--- src/rtl/gol_pkg.sv ---
// Shared Game of Life definitions: framebuffer geometry,
// LFSR taps, seeder FSM states and small helpers.
package gol_pkg;

   localparam int FB_WIDTH  = 480;
   localparam int FB_HEIGHT = 272;
   localparam int FB_ADDR_W = 17;

   localparam logic [15:0] LFSR_TAPS = 16'hB400;

   typedef enum logic [1:0] {
      ST_IDLE = 2'd0,
      ST_SEED = 2'd1,
      ST_DONE = 2'd2
   } seed_state_t;

   function automatic logic [15:0] lfsr_next(input logic [15:0] q);
      return {1'b0, q[15:1]} ^ (q[0] ? LFSR_TAPS : 16'h0000);
   endfunction

   // An all-zero Galois LFSR never leaves zero.
   function automatic logic [15:0] fix_seed(input logic [15:0] s);
      return (s == 16'h0000) ? 16'h0001 : s;
   endfunction

endpackage

--- src/rtl/fb_seeder_lfsr16.sv ---
// 16-bit right-shifting Galois LFSR with reset value,
// runtime load and step enable.
module lfsr16
   import gol_pkg::*;
#(
   parameter logic [15:0] RST_VAL = 16'h0001
) (
   input  logic        i_clk,
   input  logic        i_rst_n,
   input  logic        i_load,
   input  logic [15:0] i_seed,
   input  logic        i_step,
   output logic [15:0] o_q
);

   always_ff @(posedge i_clk or negedge i_rst_n) begin
      if (!i_rst_n) begin
         o_q <= fix_seed(RST_VAL);
      end else if (i_load) begin
         o_q <= fix_seed(i_seed);
      end else if (i_step) begin
         o_q <= lfsr_next(o_q);
      end
   end

endmodule

--- src/rtl/fb_seeder.sv ---
// Framebuffer initial-pattern generator: sweeps every cell once
// writing LFSR-derived alive/dead bits, then pulses done.
module fb_seeder
   import gol_pkg::*;
#(
   parameter int          WIDTH      = FB_WIDTH,
   parameter int          HEIGHT     = FB_HEIGHT,
   parameter int          ADDR_W     = FB_ADDR_W,
   parameter logic [15:0] SEED       = 16'hACE1,
   parameter int          THRESH     = 4,
   parameter int          AUTO_START = 1
) (
   input  logic              i_clk,
   input  logic              i_rst_n,
   input  logic              i_start,
   output logic [ADDR_W-1:0] o_addr,
   output logic              o_data,
   output logic              o_we,
   output logic              o_busy,
   output logic              o_done
);

   localparam logic [ADDR_W-1:0] LAST =
      ADDR_W'(WIDTH * HEIGHT - 1);
   localparam logic [4:0] TH = 5'(THRESH);
   localparam logic [15:0] SEED_EFF = fix_seed(SEED);
   localparam seed_state_t RST_ST =
      (AUTO_START != 0) ? ST_SEED : ST_IDLE;

   seed_state_t       state_q;
   seed_state_t       nxt_state;
   logic [ADDR_W-1:0] cnt_q;
   logic [ADDR_W-1:0] nxt_cnt;
   logic [ADDR_W-1:0] wr_addr;
   logic              wr;
   logic [15:0]       lfsr_q;

   logic              nxt_data;
   logic              nxt_done;

   lfsr16 #(
      .RST_VAL (SEED_EFF)
   ) u_lfsr (
      .i_clk   (i_clk),
      .i_rst_n (i_rst_n),
      .i_load  (1'b0),
      .i_seed  (SEED_EFF),
      .i_step  (wr),
      .o_q     (lfsr_q)
   );

   always_ff @(posedge i_clk or negedge i_rst_n) begin
      if (!i_rst_n) begin
         state_q <= RST_ST;
         cnt_q   <= '0;
      end else begin
         state_q <= nxt_state;
         cnt_q   <= nxt_cnt;
      end
   end

   // An accepted start issues address 0 on the very next
   // edge, so the counter is taken as zero from IDLE.
   always_comb begin
      nxt_state = state_q;
      nxt_cnt   = cnt_q;
      wr        = 1'b0;
      wr_addr   = '0;
      unique case (state_q)
         ST_IDLE: wr = i_start;
         ST_SEED: begin
            wr      = 1'b1;
            wr_addr = cnt_q;
         end
         ST_DONE: nxt_state = ST_IDLE;
         default: nxt_state = ST_IDLE;
      endcase
      if (wr) begin
         if (wr_addr == LAST) begin
            nxt_state = ST_DONE;
            nxt_cnt   = '0;
         end else begin
            nxt_state = ST_SEED;
            nxt_cnt   = wr_addr + 1'b1;
         end
      end
   end

   always_comb begin
      nxt_data = wr && ({1'b0, lfsr_q[3:0]} < TH);
      nxt_done = (state_q == ST_DONE);
   end

   always_ff @(posedge i_clk or negedge i_rst_n) begin
      if (!i_rst_n) begin
         o_addr <= '0;
         o_data <= 1'b0;
         o_we   <= 1'b0;
         o_busy <= 1'b0;
         o_done <= 1'b0;
      end else begin
         o_addr <= wr_addr;
         o_data <= nxt_data;
         o_we   <= wr;
         o_busy <= wr;
         o_done <= nxt_done;
      end
   end

endmodule

--- config.mk ---
export PLATFORM = sky130hd
export DESIGN_NAME = fb_seeder
export DESIGN_NICKNAME = d
export VERILOG_FILES = /design/src/rtl/gol_pkg.sv /design/src/rtl/fb_seeder_lfsr16.sv /design/src/rtl/fb_seeder.sv
export SDC_FILE = /design/constraint.sdc
export NUM_CORES = 1
export LEC_CHECK = 0
export ABC_AREA = 1
export BUFFER_PORTS_ARGS = -buffer_cell sky130_fd_sc_hd__buf_2
export CAP_MARGIN = 15
export CORE_MARGIN = 2
export CORE_UTILIZATION = 52
export DETAILED_ROUTE_END_ITERATION = 8
export PLACE_DENSITY = 0.71
export SLEW_MARGIN = 20
export SYNTH_ARGS = -nofsm -noshare
export SYNTH_HDL_FRONTEND = slang
export SYNTH_HIERARCHICAL = 1
export SYNTH_SLANG_ARGS = --single-unit
export TNS_END_PERCENT = 10
--- constraint.sdc ---
create_clock -name i_clk -period 4.5 [get_ports i_clk]
set_input_delay 0 -clock i_clk [delete_from_list [all_inputs] [get_ports i_clk]]
set_output_delay 0 -clock i_clk [all_outputs]
set_load 0.02 [all_outputs]
==> impl_metrics.csv <==
group,metric,value,unit
status,status,"completed",
grt,use_met1,0.262,
grt,grt.busiest_layer,"met2",
logic_synthesis,synthDistinctLibCells,36,
power,leakagePower,0.00160,uW
cells_and_area,n_antenna_cell,0,
logic_synthesis,yosysTopAreaCellShare,0.397,
clock_network,clkTransAtPathRegs,100,ps
detailed_routing,antenna_left,0,
timing,tightest_slew,742,ps
logic_synthesis,synth_seq_cells,55,
clock_network,cts_buffers,5,
clock_network,cts_root_buf,"clkbuf_8",
critical_path,cp_slowest_cell,"dfstp_2",
logic_synthesis,synth_most_common_cell,"nand2_1",
logic_synthesis,synth.largest_area_cell,"dfrtp_1",
clock_network,post_cts_buffers,0,
logic_synthesis,ys.flop_type,"dfrtp_1",
grt,first_global_vias,2243,
critical_path,end_kind,"flop",
detailed_routing,firstDrtPassIters,4,
logic_synthesis,synth_cells,342,
critical_path,criticalPathCategory,"reg -> reg",
placement,dp_hpwl,3950,um
hold_path,hold_end,"cnt_q[1]$_DFFE_PN0P_",
timing,fin_crit,2530,ps
clock_network,clock_path_buffers,2,
cells_and_area,syn_to_final_growth,11.9,%
detailed_routing,drtIter0Drc,168,
die,die_area,6190,um2
logic_synthesis,synthArstFlopShare,1.00,
critical_path,critPathMaxFanout,19,
hold_path,min_path_type,"in -> reg",
die,ios,24,
timing,fmax,395,MHz
logic_synthesis,synth_area_per_cell,8.48,um2
timing,final_hold_viol_count,0,
clock_network,clk_latency,310,ps
critical_path,r2r-start,"state_q[0]$_DFFE_PN1P_",
die,core,5440,um2
cells_and_area,drive_gt1_frac,0.210,
timing,fin_crit_sh,0.562,
placement,placedInstanceArea,3120,um2
hold_path,hp-start,"i_start",
detailed_routing,drt-wirelength-per-cell,12.2,um
placement,place.gp.congestion,0.968,
logic_synthesis,synth_area_leaders,"dfrtp_1 (40%), nand2_1 (12%), dfstp_2 (8.2%)",
grt,antenna_found_initial,0,
die,dieHeight,78.7,um
placement,portBuffers,23,
critical_path,reg2reg_depth,10,
timing,slew_violations,0,
cells_and_area,fin_nets,398,
placement,dpl.cell_count,458,
critical_path,arrival,2720,ps
die,die_width,78.7,um
timing,setup_violations,0,
logic_synthesis,syn-cell-area,2900,um2
die,start_util,0.533,
critical_path,r2r-end,"cnt_q[3]$_DFFE_PN0P_",
job,drv_cap,0,
detailed_routing,via_per_inst,4.84,
cells_and_area,design_area,3240,um2
die,rows,27,
clock_network,cts_tree,"yes",
clock_network,cts_sinks,55,
critical_path,required,4690,ps
clock_network,cts_resized,0,
critical_path,crit_path_start_kind,"flop",
hold_path,hold_path_depth,4,
timing,slew_headroom,0.505,
logic_synthesis,yosysWarningCount,6,
critical_path,cp_cell_sequence,"inv_2 > nor2_4 > nand2_1 > inv_1 > ha_1 > nand4_4 > nor2_4 > nand3_2 > nand2_1 > o21ai_0",
critical_path,reg2reg_slack,1970,ps
cells_and_area,stdcell_count,467,
detailed_routing,wl,5700,um
timing,skew,6.91,ps
timing,rsz0062_at_grt,"false",
logic_synthesis,synth-seq-area-share,0.478,
detailed_routing,post-route-drc-count,0,
clock_network,h-tree-depth,2,
grt,grt_usage,0.208,
logic_synthesis,synth_edf_count,0,
grt,grt_max_degree,56,
detailed_routing,vias,2259,
grt,overflow,0,
critical_path,crit_path_max_incr_delay,810,ps
power,ir_drop,288,uV
grt,grt.met3_usage,0.0437,
power,power_density,427,nW/um2
timing,setup_tns,0,ps
logic_synthesis,synthTopCellsByCount,"nand2_1 (91), nor2_1 (48), dfrtp_1 (46), inv_1 (32), nand3_1 (24)",
grt,grt_pass1_wl,10100,um
grt,gr-usage-met2,0.358,
==> flip-flops by register name (all words and copies together) (netlist names) <==
register    flops
cnt_q          17
o_busy          1
u_lfsr/o_q     16
state_q         2
o_addr         17
o_data          1
o_done          1
==> stage by stage <==
stage	total power (uW)	hold slack, ps	worst slack (ps)	util
5_1_grt	1480	229	1820	0.597
3_3_place_gp	1040	176	2100	0.573
6_report	1390	183	1970	0.597
3_5_place_dp	1050	183	2000	0.573
4_1_cts	1400	187	1990	0.597
2_1_floorplan	940	-296	2540	-
==> routing by layer <==
layer,vias to the layer above,share of wire
li1,1153,-
met1,1047,0.44
met2,52,0.50
met3,7,0.047
met4,0,0.010
met5,-,0
==> timing repair <==
action / 4_1_cts / 5_1_grt
hold endpoints to repair: 46 / 0
setup endpoints to repair: 0 / 0
hold buffers: 1 / 0
==> critical path: cells and delay by family, from the launching register on <==
kind | cells | cell delay, ps
buffers and inverters | 2 | 160
adder cells (fa/ha/maj) | 1 | 270
AO/OA/AOI/OAI | 1 | 90
flip-flops | 1 | 810
AND/OR/NAND/NOR | 6 | 1080
==> report_power, final <==
part	switching, uW	leakage (uW)	internal, uW	total, uW
Combinational	245	0.000877	129	374
Sequential	72.0	0.000664	600	672
Clock	160	0.0000612	180	341
==> final cells by class <==
class	instances	area [um2]
Clock buffer	6	82.6
Clock inverter	2	35.0
Fill cell	510	2190
Inverter	38	153
Multi-Input combinational cell	269	1360
Sequential cell	55	1390
Tap cell	72	90.1
Timing Repair Buffer	25	133
==> logic make-up (layout without fill, tap and decap cells) <==
family / count (synthesis) / after routing / synth area share
AOI/OAI and AO/OA: 39 / 39 / 0.103
xor gates and xnor gates: 2 / 2 / 0.00604
adders and majority gates: 1 / 1 / 0.00431
buffers and inverters: 49 / 71 / 0.0915
DFF: 55 / 55 / 0.478
other: 2 / 33 / 0.00259
and+or+nand+nor: 194 / 194 / 0.314
==> cells in the final DEF, fill, tap and decap left out, drive strengths merged <==
cell / n
a21oi: 11
a22oi: 3
a31oi: 3
buf: 24
bufinv: 1
clkbuf: 6
clkinv: 1
conb: 33
dfrtp: 46
dfstp: 9
dlygate4sd3: 1
ha: 1
inv: 38
nand2: 92
nand3: 32
nand4: 8
nor2: 59
nor3: 3
o211ai: 1
o21ai: 19
o21bai: 1
o22ai: 1
xor2: 2
==> worst max path at each step <==
stage	depth (start not counted)	startpoint	endpoint	slack, ps
finish	10	state_q[0]$_DFFE_PN1P_	cnt_q[3]$_DFFE_PN0P_	1970
global route	10	state_q[0]$_DFFE_PN1P_	cnt_q[5]$_DFFE_PN0P_	1820
CTS	10	state_q[0]$_DFFE_PN1P_	cnt_q[3]$_DFFE_PN0P_	1990
detailed placement	10	state_q[0]$_DFFE_PN1P_	cnt_q[3]$_DFFE_PN0P_	2000
global placement	10	state_q[0]$_DFFE_PN1P_	cnt_q[13]$_DFFE_PN0P_	2100
floorplan	12	state_q[0]$_DFFE_PN1P_	cnt_q[0]$_DFFE_PN0P_	2540
Note: power is estimated with default switching activity, not from simulation.
